**config.mk**
```make
export PLATFORM = sky130hd
export DESIGN_NAME = alu_seq_ctrl
export DESIGN_NICKNAME = d
export VERILOG_FILES = /design/src/rtl/alu_seq_ctrl.sv
export SDC_FILE = /design/constraint.sdc
export NUM_CORES = 1
export LEC_CHECK = 0
export BUFFER_PORTS_ARGS = -buffer_cell sky130_fd_sc_hd__buf_4
export CORE_ASPECT_RATIO = 1.5
export CORE_MARGIN = 2
export CORE_UTILIZATION = 52
export DETAILED_ROUTE_END_ITERATION = 8
export PLACE_DENSITY_LB_ADDON = 0.25
export SYNTH_ARGS = -nofsm -noshare
export SYNTH_HDL_FRONTEND = slang
export SYNTH_SLANG_ARGS = --single-unit
```
**constraint.sdc**
```tcl
create_clock -name clk -period 2.56 [get_ports clk]
set_input_delay 0.384 -clock clk [delete_from_list [all_inputs] [get_ports clk]]
set_output_delay 0.384 -clock clk [all_outputs]
set_load 0.05 [all_outputs]
```
**src/rtl/alu_seq_ctrl.sv**
```systemverilog
// Instruction sequencer between the program ROM and alu_mod.
// Fetches a word, decodes it, issues ALU operations with a valid/ready
// handshake and executes control opcodes (NOP/JMP/CALL/RET/HALT) locally,
// keeping return addresses on a small private stack.
module alu_seq_ctrl #(
    parameter int WIDTH       = 8,
    parameter int IWIDTH      = 8,
    parameter int ADDR_W      = 6,
    parameter int STACK_DEPTH = 4,
    parameter int INSTR_W     = IWIDTH + 6 + 3 * WIDTH
) (
    input  logic               clk,
    input  logic               rst,
    input  logic               start,
    input  logic [INSTR_W-1:0] instr_data,
    input  logic               alu_ready,
    output logic [ADDR_W-1:0]  instr_addr,
    output logic [IWIDTH-1:0]  op_code,
    output logic [WIDTH-1:0]   source1,
    output logic [WIDTH-1:0]   source2,
    output logic [1:0]         source1_choice,
    output logic [1:0]         source2_choice,
    output logic [WIDTH-1:0]   destination,
    output logic [1:0]         dest_choice,
    output logic               alu_en,
    output logic               push,
    output logic               pop,
    output logic               busy,
    output logic               halted,
    output logic               error
);

    localparam int SP_W = $clog2(STACK_DEPTH + 1);
    localparam int FLD  = 3 * WIDTH;

    localparam logic [IWIDTH-1:0] OP_NOP  = IWIDTH'(8'hF0);
    localparam logic [IWIDTH-1:0] OP_JMP  = IWIDTH'(8'hF1);
    localparam logic [IWIDTH-1:0] OP_CALL = IWIDTH'(8'hF2);
    localparam logic [IWIDTH-1:0] OP_RET  = IWIDTH'(8'hF3);
    localparam logic [IWIDTH-1:0] OP_HALT = IWIDTH'(8'hFF);

    typedef enum logic [2:0] {
        S_IDLE,
        S_FETCH,
        S_DECODE,
        S_EXEC,
        S_HALTED,
        S_ERROR
    } state_t;

    state_t state_q, state_d;

    logic [ADDR_W-1:0] pc_q, pc_d;
    logic [SP_W-1:0]   sp_q, sp_d;
    // Only the opcode and the jump/call target are needed after decode.
    logic [IWIDTH-1:0] ir_op_q, ir_op_d;
    logic [ADDR_W-1:0] ir_tgt_q, ir_tgt_d;

    logic [IWIDTH-1:0] op_q, op_d;
    logic [WIDTH-1:0]  src1_q, src1_d;
    logic [WIDTH-1:0]  src2_q, src2_d;
    logic [WIDTH-1:0]  dst_q, dst_d;
    logic [1:0]        s1ch_q, s1ch_d;
    logic [1:0]        s2ch_q, s2ch_d;
    logic [1:0]        dch_q, dch_d;
    logic              alu_en_q, alu_en_d;
    logic              push_q, push_d;
    logic              pop_q, pop_d;
    logic              busy_q, busy_d;
    logic              halted_q, halted_d;
    logic              error_q, error_d;

    logic              stack_we;
    logic [ADDR_W-1:0] pc_inc;
    logic [ADDR_W-1:0] ret_addr;
    logic [ADDR_W-1:0] stack_rd [STACK_DEPTH];
    logic              stack_full;
    logic              stack_empty;

    // Fields of the word currently on the ROM bus (valid in DECODE).
    logic [IWIDTH-1:0] dec_op;
    logic [1:0]        dec_s1ch, dec_s2ch, dec_dch;
    logic [WIDTH-1:0]  dec_src1, dec_src2, dec_dst;
    logic              dec_is_ctrl;

    assign dec_op   = instr_data[INSTR_W-1 -: IWIDTH];
    assign dec_s1ch = instr_data[FLD+5 -: 2];
    assign dec_s2ch = instr_data[FLD+3 -: 2];
    assign dec_dch  = instr_data[FLD+1 -: 2];
    assign dec_src1 = instr_data[3*WIDTH-1 -: WIDTH];
    assign dec_src2 = instr_data[2*WIDTH-1 -: WIDTH];
    assign dec_dst  = instr_data[WIDTH-1:0];

    assign dec_is_ctrl = (dec_op == OP_NOP) || (dec_op == OP_JMP) ||
                         (dec_op == OP_CALL) || (dec_op == OP_RET) ||
                         (dec_op == OP_HALT);

    assign pc_inc      = pc_q + ADDR_W'(1);
    assign stack_full  = (sp_q == SP_W'(STACK_DEPTH));
    assign stack_empty = (sp_q == '0);

    // Return-address stack: one register per slot, written when it is the top.
    genvar gi;
    generate
        for (gi = 0; gi < STACK_DEPTH; gi++) begin : g_stack
            logic [ADDR_W-1:0] entry_q;
            // Capture PC+1 into this slot on a CALL while it is the free top entry.
            always_ff @(posedge clk) begin
                if (!rst && stack_we && (sp_q == SP_W'(gi))) begin
                    entry_q <= pc_inc;
                end
            end
            assign stack_rd[gi] = entry_q;
        end
    endgenerate

    // Select the entry just below the stack pointer for RET.
    always_comb begin
        ret_addr = '0;
        for (int i = 0; i < STACK_DEPTH; i++) begin
            if (sp_q == SP_W'(i + 1)) begin
                ret_addr = stack_rd[i];
            end
        end
    end

    // Next-state, PC/stack and output-register logic.
    always_comb begin
        state_d  = state_q;
        pc_d     = pc_q;
        sp_d     = sp_q;
        ir_op_d  = ir_op_q;
        ir_tgt_d = ir_tgt_q;
        op_d     = op_q;
        src1_d   = src1_q;
        src2_d   = src2_q;
        dst_d    = dst_q;
        s1ch_d   = s1ch_q;
        s2ch_d   = s2ch_q;
        dch_d    = dch_q;
        alu_en_d = alu_en_q;
        push_d   = 1'b0;
        pop_d    = 1'b0;
        stack_we = 1'b0;

        case (state_q)
            S_IDLE: begin
                if (start) begin
                    state_d = S_FETCH;
                    pc_d    = '0;
                    sp_d    = '0;
                end
            end
            S_FETCH: begin
                state_d = S_DECODE;
            end
            S_DECODE: begin
                ir_op_d  = dec_op;
                ir_tgt_d = dec_dst[ADDR_W-1:0];
                state_d  = S_EXEC;
                if (!dec_is_ctrl) begin
                    // ALU op: fields and strobe become visible on entry to EXEC.
                    op_d     = dec_op;
                    src1_d   = dec_src1;
                    src2_d   = dec_src2;
                    dst_d    = dec_dst;
                    s1ch_d   = dec_s1ch;
                    s2ch_d   = dec_s2ch;
                    dch_d    = dec_dch;
                    alu_en_d = 1'b1;
                end else if (dec_op == OP_CALL && !stack_full) begin
                    push_d = 1'b1;
                end else if (dec_op == OP_RET && !stack_empty) begin
                    pop_d = 1'b1;
                end
            end
            S_EXEC: begin
                case (ir_op_q)
                    OP_NOP: begin
                        pc_d    = pc_inc;
                        state_d = S_FETCH;
                    end
                    OP_JMP: begin
                        pc_d    = ir_tgt_q;
                        state_d = S_FETCH;
                    end
                    OP_CALL: begin
                        if (stack_full) begin
                            state_d = S_ERROR;
                        end else begin
                            stack_we = 1'b1;
                            sp_d     = sp_q + SP_W'(1);
                            pc_d     = ir_tgt_q;
                            state_d  = S_FETCH;
                        end
                    end
                    OP_RET: begin
                        if (stack_empty) begin
                            state_d = S_ERROR;
                        end else begin
                            sp_d    = sp_q - SP_W'(1);
                            pc_d    = ret_addr;
                            state_d = S_FETCH;
                        end
                    end
                    OP_HALT: begin
                        state_d = S_HALTED;
                    end
                    default: begin
                        if (alu_ready) begin
                            pc_d     = pc_inc;
                            alu_en_d = 1'b0;
                            state_d  = S_FETCH;
                        end
                    end
                endcase
            end
            S_HALTED, S_ERROR: begin
                if (start) begin
                    state_d = S_FETCH;
                    pc_d    = '0;
                    sp_d    = '0;
                end
            end
            default: begin
                state_d = S_IDLE;
            end
        endcase

        busy_d   = (state_d == S_FETCH) || (state_d == S_DECODE) || (state_d == S_EXEC);
        halted_d = (state_d == S_HALTED);
        error_d  = (state_d == S_ERROR);
    end

    // State and output registers; reset wins over everything.
    always_ff @(posedge clk) begin
        if (rst) begin
            state_q  <= S_IDLE;
            pc_q     <= '0;
            sp_q     <= '0;
            ir_op_q  <= '0;
            ir_tgt_q <= '0;
            op_q     <= '0;
            src1_q   <= '0;
            src2_q   <= '0;
            dst_q    <= '0;
            s1ch_q   <= '0;
            s2ch_q   <= '0;
            dch_q    <= '0;
            alu_en_q <= 1'b0;
            push_q   <= 1'b0;
            pop_q    <= 1'b0;
            busy_q   <= 1'b0;
            halted_q <= 1'b0;
            error_q  <= 1'b0;
        end else begin
            state_q  <= state_d;
            pc_q     <= pc_d;
            sp_q     <= sp_d;
            ir_op_q  <= ir_op_d;
            ir_tgt_q <= ir_tgt_d;
            op_q     <= op_d;
            src1_q   <= src1_d;
            src2_q   <= src2_d;
            dst_q    <= dst_d;
            s1ch_q   <= s1ch_d;
            s2ch_q   <= s2ch_d;
            dch_q    <= dch_d;
            alu_en_q <= alu_en_d;
            push_q   <= push_d;
            pop_q    <= pop_d;
            busy_q   <= busy_d;
            halted_q <= halted_d;
            error_q  <= error_d;
        end
    end

    assign instr_addr     = pc_q;
    assign op_code        = op_q;
    assign source1        = src1_q;
    assign source2        = src2_q;
    assign destination    = dst_q;
    assign source1_choice = s1ch_q;
    assign source2_choice = s2ch_q;
    assign dest_choice    = dch_q;
    assign alu_en         = alu_en_q;
    assign push           = push_q;
    assign pop            = pop_q;
    assign busy           = busy_q;
    assign halted         = halted_q;
    assign error          = error_q;

endmodule

```
==> impl_summary.txt, run 1 <==
----------------------------------------------------
[Clock network]
  Maximum number of buffers from clock root to sink ... 2
  Clock network latency to the later pin of the worst-skew pair ... between 300 and 400 ps
  Clock transition at the register clock pins on the worst setup and hold paths after CTS ... approximately 60 ps
  Number of clock sinks ... 94
  Number of hold-repair buffers added at the cts stage ... 0
  Root Buffer Master ... sky130_fd_sc_hd__clkbuf_16
  Clock tree from TritonCTS ... yes
  Resized cells post-CTS ... 0
  Number of clock buffers inserted by TritonCTS ... 9
  Post-CTS setup-driven buffer insertion count ... 0
  H-tree depth ... 3

[Power]
  Peak supply drop ... 553 µV
  Overall Power ... around 3.8 mW
  LEAKAGE ... 1.96 nW
  Power per Cell Area ... around 760 mW/mm²

[Routing]
  Count of antenna-violating nets left after detailed routing ... 0
  Total wirelength of the detailed-routed design ... roughly 9500 µm
  Via count ... ~3,400
  Count of TritonRoute iterations in the first routing pass ... 6
  Initial drt markers ... ~240
  Vias per std cell ... 5.46
  Post-route DRC ... 0
  Wire per inst ... about 15 µm

[Floorplanning]
  Die ar. ... roughly 0.0084 mm²
  Horizontal die dimension ... about 76 µm
  Count of boundary I/O pins ... 92
  Height of the die ... 111 µm
  Std cell rows ... 39
  CORE AREA ... around 0.0075 mm²
  Initial core utilization ... a little over half

[Yosys]
  Number of synthesized register bits ... 94
  Top cell type's share of synthesized area ... a little over a third
  Synthesized instance count ... 433
  Fraction of registers with async set or reset after synthesis ... 0%
  Share of the synthesized area in compound gates (AO/OA/AOI/OAI) ... ~15%
  Ranking of synthesized cells by instance count ... sky130_fd_sc_hd__nand2_1 (109), sky130_fd_sc_hd__dfxtp_1 (70), sky130_fd_sc_hd__a21oi_1 (54), sky130_fd_sc_hd__edfxtp_1 (24), sky130_fd_sc_hd__nor2_1 (23)
  Dominant combinational cell family by area after synthesis ... simple AND/OR/NAND/NOR gates
  Largest area contributor in the netlist ... sky130_fd_sc_hd__dfxtp_1
  Number of different library cells in the post-synthesis netlist ... 52
  Cell with the most instances after synthesis ... sky130_fd_sc_hd__nand2_1
  Number of synthesis warnings ... 0
  Post-Syn Area ... about 0.004 mm²
  Synthesized net count ... 482
  Top FF cell, synth ... sky130_fd_sc_hd__dfxtp_1
  EDFF count, synth ... 24
  Top area cells in the synthesized netlist ... sky130_fd_sc_hd__dfxtp_1 (35%), sky130_fd_sc_hd__edfxtp_1 (18%), sky130_fd_sc_hd__nand2_1 (10%), sky130_fd_sc_hd__a21oi_1 (6.8%), sky130_fd_sc_hd__ha_1 (2.2%)
  Post-synthesis mux area share ... between 1.5 and 2%
  Average footprint of a synthesized cell ... around 9.2 µm²
  Share of synthesized cell area in and, or, nand and nor gates ... roughly 22%
  Proportion of synthesized chip area in sequential cells ... a little over half
  Synth Area in XOR/XNOR ... about 2%
  Arithmetic-cell share of the synthesized area counting full adders, half adders and majority gates ... under 10%

[Placed design]
  Count of buffers inserted at the top-level ports ... 91
  HPWL reported at the end of detailed placement ... approximately 7000 µm
  Final weighted congestion of routability-driven global placement ... 0.955

[Worst setup path]
  Crit path capture type ... register
  Required arrival time at the worst endpoint ... roughly 2500 ps
  Reg2Reg Launch Point ... sp_q[0]
  Cell type of the slowest stage on the worst timing path ... sky130_fd_sc_hd__nor2b_1
  Largest incremental delay on the critical path ... between 400 and 500 ps
  Worst path arrival time ... between 2000 and 2500 ps
  Worst reg2reg path endpoint ... g_stack[3].entry_q[1]
  Highest net fanout along the worst path ... 11
  Dominant delay contributor by cell family on the critical path ... simple AND/OR/NAND/NOR gates
  CP bufs+invs ... 1
  Number of cells traversed by the worst register-to-register path ... 4
  Setup CP Type ... register to register
  Launching element type of the critical path ... register
  Critical path, cell by cell ... inv_1, ha_1, a21boi_1, nor2b_1
  R2R Setup Slk ... 390 ps

[Outcome]
  Run status ... finished, final reports clean

[Cells and area]
  N_diodes ... 0
  Layout cell share with drive strength beyond 1 ... 23.5%
  Final core area utilization ... 66.3%
  Growth of design area from synthesis to finish ... 24.9%
  Area taken by multi-input logic gates ... roughly 0.0017 mm²
  Final-layout fill cell count ... approximately 670
  Final-stage net count ... about 560
  Area occupied by registers ... 0.00212 mm²

[Timing]
  Post-route minimum period ... 2170 ps
  Number of failing hold endpoints at the final stage ... 0
  Max-slew violation total from the final report ... 0
  Max-slew headroom at the worst pin ... ~56%
  Worst-Margin Slew ... 653 ps
  Final count of negative-setup-slack endpoints ... 0
  Ratio of final minimum period to clock period ... 84.8%
  Final setup skew ... between 8 and 9 ps
  Hold slack ... 251 ps
  Max Freq ... between 0.4 and 0.5 GHz
  Total Neg Setup Slack ... 0 ps
  Setup repair after global routing missed its margin ... no

[GRT]
  Leftover overflow at the end of global routing ... 0
  Largest net degree at the start of global routing ... 43
  Number of global-route vias before repair ... between 3,000 and 4,000
  Global-route usage over all layers ... between 20% and 30%
  Antenna violations before repair ... 0
  Wire length of the first global-routing pass ... 15,200 µm

[Job]
  Max-cap violation count ... 0

[Hold path]
  Hold Path Stages ... 2
  Endpoint, Worst Hold ... alu_en
  Type of the tightest min-delay check ... input port to register
  Beginning of the worst hold path ... alu_ready

----------------------------------------------------
==> registers in the layout, summed over array words and instances, names as in the netlist, 2 cells and up <==
| signal | cells |
|---|---|
| destination | 8 |
| ir_op_q | 8 |
| state_q | 3 |
| sp_q | 3 |
| dest_choice | 2 |
| instr_addr | 6 |
| source2_choice | 2 |
| g_stack.entry_q | 24 |
| source1 | 8 |
| source2 | 8 |
| source1_choice | 2 |
| op_code | 8 |
| ir_tgt_q | 6 |
==> cell families (layout without fill, tap and decap cells) <==
family                   count (synthesis)  after routing
buffers and inverters                   32            118
multiplexers                             7              7
AO/OA/AOI/OAI                           98             98
flip-flops                              94             94
AND/OR/NAND/NOR                        186            186
XOR/XNOR                                 9              9
adder cells (fa/ha/maj)                  7              7
==> how the worst max path moves through the flow <==
stage / from / endpoint / slack (ps) / cells past startpoint
floorplan: sp_q[0] / g_stack[3].entry_q[0] / 630 / 5
global placement: sp_q[0] / g_stack[3].entry_q[4] / 550 / 4
detailed placement: sp_q[0] / g_stack[3].entry_q[1] / 450 / 4
CTS: sp_q[0] / g_stack[3].entry_q[1] / 430 / 4
global route: sp_q[0] / g_stack[3].entry_q[1] / 260 / 4
finish: sp_q[0] / g_stack[3].entry_q[1] / 390 / 4
==> cells in the final DEF (no fill, tap or decap), types with 3 or more instances in the layout <==
cell type,count
sky130_fd_sc_hd__a21oi_1,54
sky130_fd_sc_hd__a22oi_1,6
sky130_fd_sc_hd__a31oi_1,6
sky130_fd_sc_hd__and2_1,5
sky130_fd_sc_hd__buf_4,97
sky130_fd_sc_hd__clkbuf_16,9
sky130_fd_sc_hd__dfxtp_1,70
sky130_fd_sc_hd__edfxtp_1,24
sky130_fd_sc_hd__ha_1,7
sky130_fd_sc_hd__inv_1,5
sky130_fd_sc_hd__mux2i_1,6
sky130_fd_sc_hd__nand2_1,109
sky130_fd_sc_hd__nand2b_1,7
sky130_fd_sc_hd__nand3_1,9
sky130_fd_sc_hd__nand3b_1,4
sky130_fd_sc_hd__nand4_1,5
sky130_fd_sc_hd__nor2_1,23
sky130_fd_sc_hd__nor2b_1,4
sky130_fd_sc_hd__nor3_1,4
sky130_fd_sc_hd__o21ai_0,7
sky130_fd_sc_hd__o221ai_1,6
sky130_fd_sc_hd__o31ai_1,3
sky130_fd_sc_hd__xnor2_1,6
sky130_fd_sc_hd__xor2_1,3
==> layout make-up <==
type	count	share of cell area, %
clock buffer	9	4.52
clock inverter	7	0.804
inverter	5	0.377
multi-input combinational	307	34.5
sequential	94	42.6
tap	102	2.56
timing repair buffer	97	14.6
==> per-layer routing <==
layer  up-vias  share of wire [%]  GRT usage [%]
li1       1660                  -              -
met1      1570                 39           27.6
met2       139                 51           39.7
met5         -                  0              0
met3        20                6.7           6.00
met4         0                2.9           11.5
==> metrics by stage <==
stage          std cells  area [µm²]  setup slack, ps
2_1_floorplan        433        3990              633
3_3_place_gp         605        4710              554
3_5_place_dp         605        4710              450
4_1_cts              621        4980              427
5_1_grt              621        4980              255
6_report             621        4980              389
==> power breakdown <==
group	total, mW	switching, mW	internal [mW]	leakage, nW
clock	1.20	0.547	0.650	0.131
combinational	0.870	0.577	0.293	1.00
sequential	1.71	0.0846	1.63	0.827
total	3.78	1.21	2.57	1.96
(Power assumes the default switching activity.)
==> run 2, diff against run 1 <==
==> constraint.sdc (replaced) <==
create_clock -name clk -period 2 [get_ports clk]
set_input_delay 0.3 -clock clk [delete_from_list [all_inputs] [get_ports clk]]
set_output_delay 0.3 -clock clk [all_outputs]
set_load 0.05 [all_outputs]
==> impl_summary.txt, run 2 (synthesis results as in run 1) <==
----------------------------------------------------
[Clock network]
  Number of clock buffers inserted by TritonCTS ... 9 (unchanged)
  Clock network latency to the later pin of the worst-skew pair ... 340 ps (about the same)
  Root Buffer Master ... sky130_fd_sc_hd__clkbuf_16 (unchanged)
  Clock transition at the register clock pins on the worst setup and hold paths after CTS ... 60 ps (about the same)
  Number of hold-repair buffers added at the cts stage ... 0 (unchanged)
  Clock tree from TritonCTS ... yes (unchanged)
  Number of clock sinks ... 94 (unchanged)
  H-tree depth ... 3 (unchanged)
  Maximum number of buffers from clock root to sink ... 2 (unchanged)

[Floorplanning]
  Initial core utilization ... 53.1% (unchanged)
  Count of boundary I/O pins ... 92 (unchanged)
  CORE AREA ... 0.00751 mm² (unchanged)
  Die ar. ... 0.00840 mm² (unchanged)
  Height of the die ... 111 µm (unchanged)
  Std cell rows ... 39 (unchanged)
  Horizontal die dimension ... 75.5 µm (unchanged)

[Worst setup path]
  Launching element type of the critical path ... register (unchanged)
  Reg2Reg Launch Point ... sp_q[0] (unchanged)
  Worst reg2reg path endpoint ... instr_addr[0] (was g_stack[3].entry_q[1])
  Worst path arrival time ... 2180 ps (was 2150 ps)
  Number of cells traversed by the worst register-to-register path ... 6 (was 4)
  Highest net fanout along the worst path ... 6 (was 11)
  Setup CP Type ... register to register (unchanged)
  Crit path capture type ... register (unchanged)
  Required arrival time at the worst endpoint ... 2260 ps (was 2540 ps)
  R2R Setup Slk ... 80 ps (was 390 ps)

[Power]
  Power per Cell Area ... 981 mW/mm² (was 758 mW/mm²)
  Share of total power in sequential cells ... 43.4% (was 45.3%)
  Switching power share of the total ... 30.8% (was 32.0%)
  Part of the power in combinational logic ... 23.1% (was 23.0%)
  Switching power total ... 1.54 mW (was 1.21 mW)
  Clock share of power ... 33.4% (was 31.7%)
  Peak supply drop ... 796 µV (was 553 µV)
  Internal power contribution ... 3.47 mW (was 2.57 mW)
  LEAKAGE ... 2.03 nW (was 1.96 nW)

[Timing]
  Final setup skew ... 8.86 ps (was 8.31 ps)
  Ratio of final minimum period to clock period ... 96.2% (was 84.8%)
  PnR worst setup slack ... 76.0 ps (was 389 ps)
  Setup repair after global routing missed its margin ... no (unchanged)
  Final count of negative-setup-slack endpoints ... 0 (unchanged)
  Number of failing hold endpoints at the final stage ... 0 (unchanged)
  Worst-Margin Slew ... 606 ps (was 653 ps)
  Max-slew headroom at the worst pin ... 59.5% (was 56.2%)
  Post-route minimum period ... 1920 ps (was 2170 ps)
  Hold slack ... 169 ps (was 251 ps)
  Max-slew violation total from the final report ... 0 (unchanged)
  Max Freq ... 0.520 GHz (was 0.461 GHz)
  Total Neg Setup Slack ... 0 ps (unchanged)

[Hold path]
  Endpoint, Worst Hold ... alu_en (unchanged)
  Hold Path Stages ... 2 (unchanged)
  Type of the tightest min-delay check ... input port to register (unchanged)
  Beginning of the worst hold path ... alu_ready (unchanged)

[Cells and area]
  Area occupied by registers ... 0.00212 mm² (unchanged)
  Largest register FFs ... 24 (unchanged)
  Largest reg by FF count ... g_stack.entry_q (unchanged)
  N_diodes ... 0 (unchanged)
  Final-stage net count ... 572 (was 563)
  Leading cell types in the layout, fill and taps excluded ... sky130_fd_sc_hd__nand2_1 (109), sky130_fd_sc_hd__buf_4 (105), sky130_fd_sc_hd__dfxtp_1 (70), sky130_fd_sc_hd__a21oi_1 (54), sky130_fd_sc_hd__edfxtp_1 (24) (was sky130_fd_sc_hd__nand2_1 (109), sky130_fd_sc_hd__buf_4 (97), sky130_fd_sc_hd__dfxtp_1 (70), sky130_fd_sc_hd__a21oi_1 (54), sky130_fd_sc_hd__edfxtp_1 (24))
  Layout cell share with drive strength beyond 1 ... 25.4% (was 23.5%)
  Growth of design area from synthesis to finish ... 28.0% (was 24.9%)
  Commonest non-fill, non-tap cell in the layout ... sky130_fd_sc_hd__nand2_1 (unchanged)
  Final-layout fill cell count ... 649 (was 668)
  Post-route non-filler standard cell count ... 630 (was 621)
  Area taken by multi-input logic gates ... 0.00173 mm² (was 0.00172 mm²)

[Placed design]
  Worst slack at placement ... 142 ps (was 450 ps)
  HPWL reported at the end of detailed placement ... 6860 µm (was 6840 µm)
  Final weighted congestion of routability-driven global placement ... 1.01 (was 0.955)
  Cells after DPL ... 614 (was 605)
  Count of buffers inserted at the top-level ports ... 91 (unchanged)

[Routing]
  Post-route DRC ... 0 (unchanged)
  Total wirelength of the detailed-routed design ... 9430 µm (was 9540 µm)
  Count of antenna-violating nets left after detailed routing ... 0 (unchanged)
  Count of TritonRoute iterations in the first routing pass ... 5 (was 6)
  Wire per inst ... 15.0 µm (was 15.4 µm)
  Initial drt markers ... 278 (was 242)
  Via count ... 3,442 (was 3,389)
  Vias per std cell ... 5.46 (about the same)

[GRT]
  Leftover overflow at the end of global routing ... 0 (unchanged)
  Number of global-route vias before repair ... 3,325 (was 3,225)
  Global-route usage over all layers ... 24.2% (was 23.9%)
  Antenna violations before repair ... 0 (unchanged)
  Largest net degree at the start of global routing ... 54 (was 43)
  Wire length of the first global-routing pass ... 15,500 µm (was 15,200 µm)

[Outcome]
  Run status ... finished, final reports clean (unchanged)

[Job]
  Max-cap violation count ... 0 (unchanged)

----------------------------------------------------
run 2: cell types whose count changed in the layout (fill, tap and decap cells not counted), sizes merged:
cell	before	now
buf	97	106
clkbuf	9	14
clkinv	5	1
clkinvlp	1	0
run 2: how the worst max path moves through the flow:
stage	endpoint	cells after the start	startpoint
finish	instr_addr[0]	6	sp_q[0]
global route	instr_addr[1]	7	sp_q[0]
CTS	instr_addr[1]	7	sp_q[0]
detailed placement	instr_addr[0]	7	sp_q[0]
global placement	g_stack[3].entry_q[3]	5	sp_q[0]
floorplan	g_stack[3].entry_q[0]	5	sp_q[0]
run 2: cell type report:
cell class	instances	share of cell area, %
clock buffers	14	5.59
clock inverters	2	0.221
inverters	5	0.368
multi-input cells	307	33.9
flip-flops and latches	94	41.6
well taps	102	2.50
repair buffers	106	15.8
run 2: power by group through the flow:
stage	clock (mW)	combinational (mW)	sequential, mW
after floorplan	0	0.499	2.51
after global placement	0	1.13	2.21
after detailed placement	0	1.16	2.22
after CTS	1.70	1.16	2.18
after global routing	1.78	1.24	2.19
final	1.67	1.16	2.18
run 2: routing by layer:
| metal | vias to the layer above | global-route usage (%) | wire, µm |
|---|---|---|---|
| li1 | 1674 | - | - |
| met1 | 1605 | 28.7 | 3600 |
| met2 | 136 | 39.1 | 4860 |
| met3 | 27 | 7.64 | 694 |
| met4 | 0 | 10.4 | 281 |
| met5 | - | 0 | 0 |
run 2: timing repair:
action | 4_1_cts | 5_1_grt
setup buffers | 0 | 0
endpoints found under the setup margin | 0 | 12
gates resized for setup | 0 | 3
run 2: stage by stage:
step                power (mW)  utilization [%]  instance area (µm²)
floorplan                 3.00                -                 3990
global placement          3.34             63.8                 4790
detailed placement        3.37             63.8                 4790
CTS                       5.04             67.7                 5090
global route              5.22             67.9                 5100
finish                    5.01             67.9                 5100
run 2: critical path, cell delays in order, from the launching register on:
cell and delay, ps:
sky130_fd_sc_hd__dfxtp_1 350, sky130_fd_sc_hd__ha_1 240, sky130_fd_sc_hd__ha_1 190, sky130_fd_sc_hd__or3_1 440
sky130_fd_sc_hd__o21ai_0 260, sky130_fd_sc_hd__o221ai_1 190, sky130_fd_sc_hd__mux2i_1 180
